### src/rtl/muldiv_pkg.sv
// muldiv_pkg: shared definitions for the multiply/divide unit.
//   - RTYPE opcode and the mult/div/move-HI/LO funct codes
//   - FSM state encoding used by muldiv_unit
package muldiv_pkg;

  localparam logic [5:0] OP_RTYPE = 6'h00;

  localparam logic [5:0] F_MFHI  = 6'h10;
  localparam logic [5:0] F_MTHI  = 6'h11;
  localparam logic [5:0] F_MFLO  = 6'h12;
  localparam logic [5:0] F_MTLO  = 6'h13;
  localparam logic [5:0] F_MULT  = 6'h18;
  localparam logic [5:0] F_MULTU = 6'h19;
  localparam logic [5:0] F_DIV   = 6'h1A;
  localparam logic [5:0] F_DIVU  = 6'h1B;

  typedef enum logic [1:0] {
    IDLE,
    MUL,
    DIV,
    FIX
  } state_t;

endpackage

### src/rtl/muldiv_iter.sv
// muldiv_iter: iterative unsigned datapath, one step per 'step' cycle.
//   Multiply: shift-add; after WIDTH steps {acc,quo} is the 2*WIDTH product.
//   Divide (MULDIV_DIV_EN only): restoring; after WIDTH steps quo holds the
//   quotient and acc the remainder.
// Ports:
//   clk, rst_n   clock, async active-low reset
//   load         latch a_in (multiplicand/dividend) and b_in (multiplier/divisor)
//   step         advance one iteration
//   div_mode     select restoring-divide step (present only with MULDIV_DIV_EN)
//   acc, quo     upper/lower working registers
module muldiv_iter #(
  parameter int unsigned WIDTH = 32
) (
  input  logic             clk,
  input  logic             rst_n,
  input  logic             load,
  input  logic             step,
`ifdef MULDIV_DIV_EN
  input  logic             div_mode,
`endif
  input  logic [WIDTH-1:0] a_in,
  input  logic [WIDTH-1:0] b_in,
  output logic [WIDTH-1:0] acc,
  output logic [WIDTH-1:0] quo
);

  logic [WIDTH-1:0] m;
  logic [WIDTH:0]   sum;
  logic [WIDTH-1:0] acc_n;
  logic [WIDTH-1:0] quo_n;
`ifdef MULDIV_DIV_EN
  logic [WIDTH:0]   sh;
  logic [WIDTH-1:0] diff;
`endif

  // Multiplication is commutative, so quo always starts from a_in and the
  // divide path reuses the same register roles (quo = dividend, m = divisor).
  always_comb begin
    sum   = {1'b0, acc} + (quo[0] ? {1'b0, m} : '0);
    acc_n = sum[WIDTH:1];
    quo_n = {sum[0], quo[WIDTH-1:1]};
`ifdef MULDIV_DIV_EN
    sh   = {acc, quo[WIDTH-1]};
    // Only used when sh >= m, where the true difference fits in WIDTH bits.
    diff = sh[WIDTH-1:0] - m;
    if (div_mode) begin
      if (sh >= {1'b0, m}) begin
        acc_n = diff;
        quo_n = {quo[WIDTH-2:0], 1'b1};
      end else begin
        acc_n = sh[WIDTH-1:0];
        quo_n = {quo[WIDTH-2:0], 1'b0};
      end
    end
`endif
  end

  always_ff @(posedge clk or negedge rst_n) begin
    if (!rst_n) begin
      acc <= '0;
      quo <= '0;
      m   <= '0;
    end else if (load) begin
      acc <= '0;
      quo <= a_in;
      m   <= b_in;
    end else if (step) begin
      acc <= acc_n;
      quo <= quo_n;
    end
  end

endmodule

### src/rtl/muldiv_unit.sv
// muldiv_unit: iterative MIPS mult/div unit with its own HI/LO registers.
//   Config macro: MULDIV_DIV_EN compiles in the divider; without it DIV/DIVU
//   are reported as illegal.
// Ports:
//   clk, rst_n          clock, async active-low reset
//   in_valid/in_ready   instruction handshake (ready only in IDLE)
//   opcode, funct       instruction fields; only RTYPE is acted upon
//   rs_data, rt_data    operands (rs also MTHI/MTLO source)
//   flush               abort in-flight operation, block acceptance
//   busy                operation in flight
//   done                one-cycle pulse after HI/LO written by mult/div
//   illegal             one-cycle pulse for an unowned RTYPE funct
//   hi, lo              architectural HI/LO
//   mf_data             combinational MFHI/MFLO read port
module muldiv_unit
  import muldiv_pkg::*;
#(
  parameter int unsigned WIDTH = 32
) (
  input  logic             clk,
  input  logic             rst_n,
  input  logic             in_valid,
  output logic             in_ready,
  input  logic [5:0]       opcode,
  input  logic [5:0]       funct,
  input  logic [WIDTH-1:0] rs_data,
  input  logic [WIDTH-1:0] rt_data,
  input  logic             flush,
  output logic             busy,
  output logic             done,
  output logic             illegal,
  output logic [WIDTH-1:0] hi,
  output logic [WIDTH-1:0] lo,
  output logic [WIDTH-1:0] mf_data
);

  localparam int unsigned CW = $clog2(WIDTH + 1);

  state_t           state, state_n;
  logic [CW-1:0]    cnt;
  logic             accept, is_mul, known, is_signed;
  logic             start_mul, start_div;
  logic             neg_q;
  logic [WIDTH-1:0] mag_rs, mag_rt, acc, quo;
  logic [2*WIDTH-1:0] prod_fix;
`ifdef MULDIV_DIV_EN
  logic             is_div_fn, neg_r, div0, is_div_op;
  logic [WIDTH-1:0] quo_fix, rem_fix;
`endif

  assign accept = in_valid && in_ready && !flush && (opcode == OP_RTYPE);
  assign is_mul = (funct == F_MULT) || (funct == F_MULTU);

`ifdef MULDIV_DIV_EN
  assign is_div_fn = (funct == F_DIV) || (funct == F_DIVU);
  assign start_div = accept && is_div_fn;
  assign is_signed = (funct == F_MULT) || (funct == F_DIV);
  assign known     = is_mul || is_div_fn || (funct == F_MTHI) || (funct == F_MTLO) ||
                     (funct == F_MFHI) || (funct == F_MFLO);
`else
  assign start_div = 1'b0;
  assign is_signed = (funct == F_MULT);
  assign known     = is_mul || (funct == F_MTHI) || (funct == F_MTLO) ||
                     (funct == F_MFHI) || (funct == F_MFLO);
`endif
  assign start_mul = accept && is_mul;

  assign mag_rs = (is_signed && rs_data[WIDTH-1]) ? -rs_data : rs_data;
  assign mag_rt = (is_signed && rt_data[WIDTH-1]) ? -rt_data : rt_data;

  assign in_ready = (state == IDLE);
  assign busy     = (state != IDLE);
  assign mf_data  = (funct == F_MFHI) ? hi : lo;

  muldiv_iter #(.WIDTH(WIDTH)) u_iter (
    .clk      (clk),
    .rst_n    (rst_n),
    .load     (start_mul || start_div),
    .step     ((state == MUL) || (state == DIV)),
`ifdef MULDIV_DIV_EN
    .div_mode (state == DIV),
`endif
    .a_in     (mag_rs),
    .b_in     (mag_rt),
    .acc      (acc),
    .quo      (quo)
  );

  always_comb begin
    state_n = state;
    unique case (state)
      IDLE:     if (start_mul) state_n = MUL;
                else if (start_div) state_n = DIV;
      MUL, DIV: if (cnt == CW'(1)) state_n = FIX;
      FIX:      state_n = IDLE;
      default:  state_n = IDLE;
    endcase
    if (flush) state_n = IDLE;
  end

  // Sign fix-up applied in FIX. The divider leaves most-negative / -1 as
  // magnitude 2^(WIDTH-1) which negates back onto itself, so that case needs
  // no special handling; divide-by-zero only has to suppress quotient negation
  // (the restoring remainder already reconstructs rs_data).
  assign prod_fix = neg_q ? -{acc, quo} : {acc, quo};
`ifdef MULDIV_DIV_EN
  assign quo_fix  = (neg_q && !div0) ? -quo : quo;
  assign rem_fix  = neg_r ? -acc : acc;
`endif

  always_ff @(posedge clk or negedge rst_n) begin
    if (!rst_n) begin
      state   <= IDLE;
      cnt     <= '0;
      neg_q   <= 1'b0;
      hi      <= '0;
      lo      <= '0;
      done    <= 1'b0;
      illegal <= 1'b0;
`ifdef MULDIV_DIV_EN
      neg_r     <= 1'b0;
      div0      <= 1'b0;
      is_div_op <= 1'b0;
`endif
    end else begin
      state   <= state_n;
      done    <= 1'b0;
      illegal <= accept && !known;

      if (start_mul || start_div) begin
        cnt   <= CW'(WIDTH);
        neg_q <= is_signed && (rs_data[WIDTH-1] ^ rt_data[WIDTH-1]);
`ifdef MULDIV_DIV_EN
        neg_r     <= is_signed && rs_data[WIDTH-1];
        div0      <= (rt_data == '0);
        is_div_op <= start_div;
`endif
      end else if ((state == MUL) || (state == DIV)) begin
        cnt <= cnt - CW'(1);
      end

      if (accept && (funct == F_MTHI)) hi <= rs_data;
      if (accept && (funct == F_MTLO)) lo <= rs_data;

      if ((state == FIX) && !flush) begin
        done <= 1'b1;
`ifdef MULDIV_DIV_EN
        if (is_div_op) begin
          hi <= rem_fix;
          lo <= div0 ? '1 : quo_fix;
        end else
`endif
        begin
          hi <= prod_fix[2*WIDTH-1:WIDTH];
          lo <= prod_fix[WIDTH-1:0];
        end
      end
    end
  end

endmodule

### config.mk
export PLATFORM = sky130hd
export DESIGN_NAME = muldiv_unit
export DESIGN_NICKNAME = d
export VERILOG_FILES = /design/src/rtl/muldiv_pkg.sv /design/src/rtl/muldiv_iter.sv /design/src/rtl/muldiv_unit.sv
export SDC_FILE = /design/constraint.sdc
export NUM_CORES = 1
export LEC_CHECK = 0
export CAP_MARGIN = 5
export CORE_AREA = 2 2 226 205
export CTS_BUF_LIST = sky130_fd_sc_hd__clkbuf_2 sky130_fd_sc_hd__clkbuf_4 sky130_fd_sc_hd__clkbuf_8
export DETAILED_ROUTE_END_ITERATION = 8
export DIE_AREA = 0 0 228 207
export SYNTH_ARGS = -nofsm -noshare
export SYNTH_HDL_FRONTEND = slang
export SYNTH_HIERARCHICAL = 1
export SYNTH_SLANG_ARGS = --single-unit
### constraint.sdc
create_clock -name clk -period 4.98 [get_ports clk]
set_input_delay 0.996 -clock clk [delete_from_list [all_inputs] [get_ports clk]]
set_output_delay 0.996 -clock clk [all_outputs]
set_load 0.02 [all_outputs]
==> summary.txt, run 1 <==
Yosys
  • Post-synth EDFFs: 0
  • Yosys cell types: 78
  • Yosys top cell area share: 33.2%
  • Post-synthesis sequential area ratio: roughly a third
  • Post-synthesis sequential element count: 171
  • Async SR Flop Fraction: between 90% and 100%
  • Synth warn: 6
  • Syn_area_per_cell: 9.02 um2
  • Mapped Cells: roughly 1400
  • Synth Flop Type: dfrtp_1
  • Most area-hungry cell type in the Yosys netlist: dfrtp_1
  • Syn Nets: about 1500
  • Post-Syn Area: 0.0129 mm2
  • Dominant cells by area after synthesis: dfrtp_1 (33%), mux2_2 (9.5%), xor2_1 (5.6%)

Final layout
  • Fin nets: 1684
  • Non-Filler Instances: 2185
  • Area delta synth->final: 21.7%
  • Number of antenna diodes: 0
  • Layout cells sized above 1: 13.1%

Routing
  • Vias per cell: 5.06
  • Drt drc: 0
  • Drt pass-1 iters: 7
  • DRC marker count from the first detailed-route iteration: 749
  • Via count: 11000
  • Avg WL per Cell: 17.6 um
  • DRT Wirelength: 38500 um
  • Post-route ant nets: 0

Setup path
  • Most used cell, CP: clkdlybuf4s50_1
  • CP max stage cell: clkdlybuf4s50_1
  • CP startpoint kind: input port
  • CP Capture Type: output pin
  • Crit path max-delay family: buffers and inverters
  • Crit-path max FO: 32
  • Worst R2R Setup Slack: 1.17 ns
  • Crit path arrival time: 3.58 ns
  • CP required: 3.98 ns
  • CP Buf/Inv Count: 3
  • Critical path type: input port to output pin
  • Crit path cell chain: clkdlybuf4s50_1, or3b_1, or2_2, nor3_2, buf_12, mux2_2, clkdlybuf4s50_1
  • Crit path largest cell delay: ~0.55 ns

Place
  • Detailed Place HPWL: 29400 um
  • Routability cong.: 0.852
  • PortBufs: between 150 and 200
  • Inst Count DP: 2153

Global route
  • Initial antenna violation count: 0
  • Pin count of the biggest net entering global routing: 91
  • First-pass GRT wire length: ~60000 um
  • Global Route Usage Sum: about 16%
  • Grt ovf: 0
  • Number of global-route vias before repair: about 11000

Timing
  • Tcrit/Tclk final: 91.8%
  • Final Hold Fails: 0
  • Final worst path period need: ~4.6 ns
  • Worst slew margin: 30.4%
  • Endpoints failing setup: 0
  • FMAX: around 0.22 GHz
  • Slew @ Worst Pin: 1.04 ns
  • Setup TNS: 0 ns
  • Worst Skew: 0.0214 ns
  • RSZ-0062 raised after global routing: no
  • Max Slew Vio Count: 0

CTS
  • Postcts setup bufs: 0
  • Worst-skew pair later-pin latency: 0.50 ns
  • Total CTS buffers: 17
  • Hold_buf cts: 0
  • Post-CTS Resized: 0
  • Reg clk slew, reported paths: 0.09 ns
  • H-tree levels: 4
  • Clock sinks: 171
  • TritonCTS clock tree: yes
  • CTS root buf: clkbuf_8
  • Max Buffers Root-to-Sink: 2

Die
  • Cell row count: 74
  • Die Wd: 228 um
  • Initial core utilization: 28.6%
  • CORE AREA: 0.0450 mm2
  • Die area: 0.0472 mm2
  • Die Y: 207 um
  • # IOs: 180

Power and ir drop
  • Leak Pwr: roughly 6.3 nW
  • Total Power: 4.03 mW
  • Pwr per Cell Area: 257 mW/mm2
  • Peak VDD IR: 0.000163 V

Run
  • Maxcap violations: 0

Worst hold path
  • Worst Hold Class: flop to flop

Run status
  • Run status: completed
==> layout by cell type, fill, tap and decap left out, drive strengths merged, types with 5 or more instances in the layout <==
master	count
a21boi	6
nand3	21
o21ai	114
a21oi	90
buf	19
clkdlybuf4s50	178
o21a	5
nor4	13
mux2	109
and3	7
xor2	82
nand2b	10
nor3	30
o211ai	10
a211oi	10
a31oi	9
and2	41
ha	39
or3	19
nor2	120
clkinv	6
dfrtp	171
o41ai	23
o31ai	31
clkbuf	19
xnor2	64
nand4	14
inv	34
nand2	134
or4	15
mux2i	62
a21o	21
==> sequential cells by signal, indices dropped and copies added (netlist names) <==
register and flops:
neg_q 1, u_iter/quo 32, state 2, done 1
cnt 6, u_iter/m 32, u_iter/acc 32, lo 32
hi 32, illegal 1
==> kinds of logic (layout without fill, tap and decap cells) <==
logic type                 after synthesis  count (layout)  share of synthesized area [%]
muxes                                  171             171                           14.3
AOI/OAI and AO/OA                      344             344                           17.4
xor gates and xnor gates               146             146                           9.93
DFF                                    171             171                           33.2
and+or+nand+nor                        446             446                           17.7
adders and majority gates               40              40                           3.94
buffers and inverters                  110             259                           3.53
==> power breakdown <==
group	switching, mW	leakage, nW	internal [mW]
registers	0.299	2.13	1.54
clock network	0.582	0.194	0.422
logic	0.711	3.98	0.483
total	1.59	6.30	2.44
==> final cells by class <==
cell class              count  area, um2
flip-flops and latches    171       4280
clock inverters            13        136
multi-input cells        1147       8170
repair buffers            197       1970
clock buffers              19        249
inverters                  30        115
fillers                  4726      29300
well taps                 608        761
==> routing by layer <==
metal  routed length [um]  GRT usage, %  share of wire [%]  vias up
met1                18800          23.0                 49     5304
met4                  810          4.37                2.1        0
met5                    0             0                  0        -
li1                     -             -                  -     5412
met2                16900          24.9                 44      296
met3                 2020          3.00                5.2       34
==> worst paths after layout <==
check,start,to,cells after the start
max,funct[4],mf_data[4],7
min,u_iter/m[25]$_DFFE_PN0P_,u_iter/m[25]$_DFFE_PN0P_,1
max reg2reg,u_iter/quo[0]$_DFFE_PN0P_,u_iter/acc[27]$_DFFE_PN0P_,11
min reg2reg,u_iter/m[25]$_DFFE_PN0P_,u_iter/m[25]$_DFFE_PN0P_,1
max in group asynchronous,rst_n,u_iter/m[20]$_DFFE_PN0P_,2
min in group asynchronous,rst_n,hi[4]$_DFFE_PN0P_,1
==> synthesized netlist by cell type, types with 7 or more instances <==
| master | instances |
|---|---|
| dfrtp_1 | 171 |
| nand2_1 | 132 |
| nor2_1 | 120 |
| mux2_2 | 109 |
| o21ai_0 | 108 |
| a21oi_1 | 90 |
| xor2_1 | 82 |
| xnor2_1 | 64 |
| mux2i_1 | 62 |
| clkbuf_1 | 55 |
| and2_1 | 41 |
| ha_1 | 39 |
| inv_1 | 29 |
| nor3_1 | 28 |
| o31ai_1 | 28 |
| a21o_1 | 21 |
| or3_1 | 19 |
| nand3_1 | 18 |
| buf_2 | 15 |
| nand4_1 | 13 |
| o41ai_1 | 13 |
| or4_1 | 12 |
| a211oi_1 | 10 |
| nand2b_1 | 10 |
| nor4_1 | 10 |
| o211ai_1 | 10 |
| o41ai_2 | 10 |
| a31oi_1 | 9 |
| and3_1 | 7 |
| buf_1 | 7 |
==> per-stage QoR <==
stage | hold WS (ns) | area (um2) | utilization, % | setup WS, ns
after floorplan | 0.472 | 12900 | - | 1.25
after global placement | 0.483 | 15300 | 34.0 | 0.447
after detailed placement | 0.488 | 15300 | 34.0 | 0.394
after CTS | 0.509 | 15700 | 34.8 | 0.395
after global routing | 0.518 | 15700 | 34.8 | 0.330
final | 0.502 | 15700 | 34.8 | 0.407
Power figures use the tool's default switching activity.
==> inputs of run 2 (changes only) <==
- GPL_TIMING_DRIVEN: default -> 0
==> summary.txt, run 2 (synthesis results as in run 1) <==
Final layout
  • Fin nets: between 1500 and 2000
  • FF+latch area: 0.00428 mm2
  • Non-Filler Instances: 2250
  • Most frequent cells in the layout: clkdlybuf4s50_1 (178), dfrtp_1 (171), nand2_1 (132)
  • Layout cells sized above 1: 12.5%
  • Layout fillers: between 4000 and 5000
  • Design Area, Final: around 0.016 mm2
  • Area delta synth->final: 23.5%
  • Area of the multi-input gates: 0.00816 mm2
  • Number of antenna diodes: 0
  • Most common library cell in the layout ignoring fill and taps: clkdlybuf4s50_1

CTS
  • Clock sinks: 171
  • Reg clk slew, reported paths: around 0.11 ns
  • Hold_buf cts: 0
  • TritonCTS clock tree: yes
  • CTS root buf: clkbuf_8
  • Total CTS buffers: 17
  • Worst-skew pair later-pin latency: 0.51 ns
  • Max Buffers Root-to-Sink: 2
  • H-tree levels: 4

Routing
  • Vias per cell: 5.16
  • DRT Wirelength: 43400 um
  • Drt drc: 0
  • Avg WL per Cell: 19.3 um
  • Via count: 11600
  • Drt pass-1 iters: 7
  • Post-route ant nets: 0
  • DRC marker count from the first detailed-route iteration: 1066

Setup path
  • CP required: 3.98 ns
  • Crit path largest cell delay: 0.59 ns
  • Crit-path max FO: 10
  • CP startpoint kind: input port
  • Crit path max-delay family: buffers and inverters
  • CP max stage cell: clkdlybuf4s50_1
  • CP Capture Type: output pin
  • Crit path cell chain: clkdlybuf4s50_1, or3b_1, or2_2, nor3_4, buf_6, buf_2, mux2_2, clkdlybuf4s50_1
  • CP Buf/Inv Count: 4
  • Critical path type: input port to output pin
  • Crit path arrival time: 3.82 ns
  • Most used cell, CP: clkdlybuf4s50_1

Worst hold path
  • Worst Hold Class: input port to async pin

Power and ir drop
  • Sw frac: around two fifths
  • NetSw: 1.67 mW
  • Flop pwr share: 45.1%
  • Pint: 2.44 mW
  • Share of total power in the clock network: 25.7%
  • Peak VDD IR: 0.000212 V
  • Leak Pwr: 6.39 nW
  • Combinational Power Share: 29.2%
  • Pwr per Cell Area: 259 mW/mm2

Global route
  • Global Route Usage Sum: 18.3%
  • Initial antenna violation count: 0
  • Number of global-route vias before repair: 11500
  • First-pass GRT wire length: 67600 um
  • Pin count of the biggest net entering global routing: slightly below 90
  • Grt ovf: 0

Die
  • CORE AREA: 0.0450 mm2
  • Die Y: 207 um
  • Die area: 0.0472 mm2
  • Cell row count: 74
  • Initial core utilization: ~29%
  • # IOs: 180
  • Die Wd: approximately 230 um

Timing
  • Max Slew Vio Count: 0
  • Setup TNS: 0 ns
  • Slew @ Worst Pin: 1.02 ns
  • Tcrit/Tclk final: 96.7%
  • FMAX: 0.208 GHz
  • RSZ-0062 raised after global routing: no
  • Endpoints failing setup: 0
  • Hold Slack: between 0.4 and 0.5 ns
  • Worst slew margin: 31.6%
  • Worst Skew: 0.0274 ns
  • Final worst path period need: 4.82 ns
  • Final Hold Fails: 0
  • PnR worst setup slack: 0.162 ns

Run
  • Maxcap violations: 0

Run status
  • Run status: completed

Place
  • Routability cong.: 0.951
  • Inst Count DP: 2217
  • PortBufs: between 150 and 200
  • Pre-CTS setup slack: -0.352 ns
  • Placement Cell Area: 0.0155 mm2
  • Detailed Place HPWL: between 30000 and 40000 um
-- run 2: cell count changes in the layout (fill, tap and decap cells not counted), moves of 2 or more --
cell / previous run / this run
buf_1: 0 / 7
clkbuf_4: 2 / 0
buf_2: 0 / 15
buf_6: 1 / 4
buf_12: 3 / 0
clkbuf_1: 0 / 54
clkinv_2: 3 / 0
buf_4: 15 / 1
inv_8: 3 / 7
-- run 2: metrics by stage --
step                      power, mW  util [%]
after global placement         3.03      34.3
final                          4.11      35.3
after CTS                      4.11      35.3
after floorplan                2.56         -
after detailed placement       3.06      34.4
after global routing           4.36      35.3
-- run 2: area by class of cell --
cell class,count,area share (%)
clock inverters,15,1.10
multi-input cells,1147,51.3
flip-flops and latches,171,26.9
repair buffers,182,11.6
inverters,30,0.708
well taps,608,4.78
plain buffers,80,2.16
clock buffers,17,1.47
-- run 2: power by group through the flow --
stage | logic (mW) | clock network [mW] | registers (mW)
6_report | 1.20 | 1.06 | 1.85
5_1_grt | 1.34 | 1.14 | 1.88
4_1_cts | 1.19 | 1.08 | 1.84
3_5_place_dp | 1.18 | 0 | 1.87
3_3_place_gp | 1.17 | 0 | 1.86
2_1_floorplan | 0.816 | 0 | 1.74
-- run 2: timing repair --
action,in CTS,in global routing
endpoints found under the hold margin,0,0
buffers inserted,1,0
endpoints found under the setup margin,30,10
pin swaps,1,0
resized for setup,1,2
-- run 2: metal layers --
layer | global-route usage, % | part of all wire, % | wire length (um) | vias up
met3 | 3.76 | 6.2 | 2690 | 64
met5 | 0 | 0 | 0 | -
met2 | 28.8 | 45 | 19500 | 392
li1 | - | - | - | 5542
met4 | 5.61 | 2.5 | 1070 | 0
met1 | 25.1 | 46 | 20100 | 5614
-- run 2: final timing paths --
| kind | from | endpoint | cells after the start | slack (ns) |
|---|---|---|---|---|
| worst min register to register | u_iter/m[31]$_DFFE_PN0P_ | u_iter/m[31]$_DFFE_PN0P_ | 1 | 0.50 |
| max in group asynchronous | rst_n | u_iter/m[31]$_DFFE_PN0P_ | 2 | 3.62 |
| worst max-delay path | funct[4] | mf_data[18] | 8 | 0.16 |
| worst max register to register | state[0]$_DFFE_PN0P_ | u_iter/acc[13]$_DFFE_PN0P_ | 11 | 0.87 |
| min in group clk | u_iter/m[31]$_DFFE_PN0P_ | u_iter/m[31]$_DFFE_PN0P_ | 1 | 0.50 |
| worst min-delay path | rst_n | lo[6]$_DFFE_PN0P_ | 1 | 0.47 |
==> inputs of run 3 (changes only) <==
- CORE_AREA: 2 2 226 205 -> 2 2 206 187
- DIE_AREA: 0 0 228 207 -> 0 0 208 189
==> summary.txt, run 3 (synthesis results as in run 1) <==
Run status
  • Run status: completed

Final layout
  • Number of antenna diodes: 0
  • Fin nets: 1749
  • Layout cells sized above 1: roughly an eighth
  • Non-Filler Instances: 2124
  • Design Area, Final: 0.0157 mm2
  • Area of the multi-input gates: 0.00816 mm2
  • Fin util: a little over two fifths
  • Area delta synth->final: 22.1%
  • Most frequent cells in the layout: clkdlybuf4s50_1 (178), dfrtp_1 (171), nand2_1 (132)
  • Most common library cell in the layout ignoring fill and taps: clkdlybuf4s50_1
  • Layout fillers: 3775
  • FF+latch area: 0.00428 mm2

Place
  • Placement Cell Area: 0.0153 mm2
  • Pre-CTS setup slack: -0.296 ns
  • PortBufs: about 180
  • Routability cong.: 0.907
  • Detailed Place HPWL: 33000 um
  • Inst Count DP: ~2100

Timing
  • Final Hold Fails: 0
  • Setup TNS: 0 ns
  • Tcrit/Tclk final: 96.6%
  • Endpoints failing setup: 0
  • Worst Skew: 0.0244 ns
  • FMAX: 0.208 GHz
  • RSZ-0062 raised after global routing: no
  • PnR worst setup slack: 0.167 ns
  • Worst slew margin: 24.5%
  • Final worst path period need: between 4 and 5 ns
  • Slew @ Worst Pin: 1.12 ns
  • Max Slew Vio Count: 0

Power and ir drop
  • Peak VDD IR: 0.000179 V
  • Pwr per Cell Area: 259 mW/mm2
  • Leak Pwr: around 6.4 nW

Worst hold path
  • Worst Hold Class: input port to async pin

Routing
  • Drt drc: 0
  • Drt pass-1 iters: 5
  • Via count: 11500
  • Vias per cell: 5.41
  • DRT Wirelength: 42100 um
  • Avg WL per Cell: 19.8 um
  • Post-route ant nets: 0
  • DRC marker count from the first detailed-route iteration: 834

Setup path
  • Critical path type: input port to flop
  • Crit-path max FO: 10
  • Reg2reg end: u_iter/acc[10]$_DFFE_PN0P_
  • Reg-to-reg startpoint: state[0]$_DFFE_PN0P_
  • Worst R2R Setup Slack: roughly 0.66 ns
  • CP max stage cell: clkbuf_1
  • Most used cell, CP: clkbuf_1
  • CP required: 5.31 ns
  • Crit path cell chain: clkdlybuf4s50_1, nor4_1, and3_1, nand3_1, inv_1, clkbuf_1, clkbuf_1, clkbuf_1, buf_1, nor2_1
  • CP Capture Type: flop
  • Crit path arrival time: 5.15 ns
  • Crit path largest cell delay: approximately 0.73 ns
  • Worst Setup EP: u_iter/acc[10]$_DFFE_PN0P_
  • CP startpoint kind: input port
  • CP startpoint: opcode[0]
  • Worst R2R Path Depth: 11

Global route
  • First-pass GRT wire length: around 65000 um
  • Pin count of the biggest net entering global routing: around 100
  • Global Route Usage Sum: approximately a fifth
  • Grt ovf: 0
  • Initial antenna violation count: 0
  • Number of global-route vias before repair: 11000

CTS
  • Clock sinks: 171
  • Max Buffers Root-to-Sink: 2
  • Worst-skew pair later-pin latency: 0.47 ns
  • Hold_buf cts: 0
  • Total CTS buffers: 17
  • CTS root buf: clkbuf_8
  • H-tree levels: 4
  • TritonCTS clock tree: yes
  • Reg clk slew, reported paths: around 0.1 ns

Die
  • Die Y: 189 um
  • Cell row count: 67
  • Die Wd: about 210 um
  • Die area: 0.0393 mm2
  • Initial core utilization: a little over a third
  • # IOs: 180
  • CORE AREA: 0.0371 mm2

Run
  • Maxcap violations: 0
## run 3: routing by layer
metal	vias to the layer above	GRT usage (%)	share of wire (%)
met5	-	0	0
met4	0	7.45	2.8
met3	64	3.15	6.2
met2	409	33.2	45
met1	5464	29.7	46
li1	5548	-	-
## run 3: worst min path at each step
stage | slack, ns | end | depth (start not counted)
after floorplan | 0.47 | u_iter/m[31]$_DFFE_PN0P_ | 1
after CTS | 0.47 | lo[4]$_DFFE_PN0P_ | 1
after detailed placement | 0.49 | u_iter/m[11]$_DFFE_PN0P_ | 1
after global placement | 0.48 | u_iter/m[31]$_DFFE_PN0P_ | 1
after global routing | 0.48 | lo[4]$_DFFE_PN0P_ | 1
final | 0.44 | lo[4]$_DFFE_PN0P_ | 1
## run 3: repair_timing
| action | 4_1_cts | 5_1_grt |
|---|---|---|
| buffers inserted | 0 | 1 |
| pin swaps | 0 | 1 |
| setup endpoints to repair | 30 | 20 |
| resized for setup | 1 | 0 |
## run 3: area by class of cell
class	instances	share of cell area, %
tap	483	3.84
multi-input combinational	1147	51.9
clock inverter	12	0.867
inverter	30	0.716
sequential	171	27.2
clock buffer	19	1.62
timing repair buffer	182	11.7
buffer	80	2.17
## run 3: critical path: cells and delay by family
| kind | cells | cell delay [ns] |
|---|---|---|
| buffers and inverters | 6 | 3.11 |
| AND/OR/NAND/NOR | 4 | 1.02 |
## run 3: report_power, final
group / internal, mW / switching, mW / total (mW)
clock: 0.468 / 0.565 / 1.03
sequential: 1.53 / 0.306 / 1.84
combinational: 0.484 / 0.724 / 1.21
total: 2.49 / 1.59 / 4.08
## run 3: stage by stage
| stage | total power [mW] | hold slack, ns |
|---|---|---|
| floorplan | 2.56 | 0.472 |
| global placement | 3.03 | 0.482 |
| detailed placement | 3.05 | 0.489 |
| CTS | 4.08 | 0.468 |
| global route | 4.31 | 0.477 |
| finish | 4.08 | 0.440 |
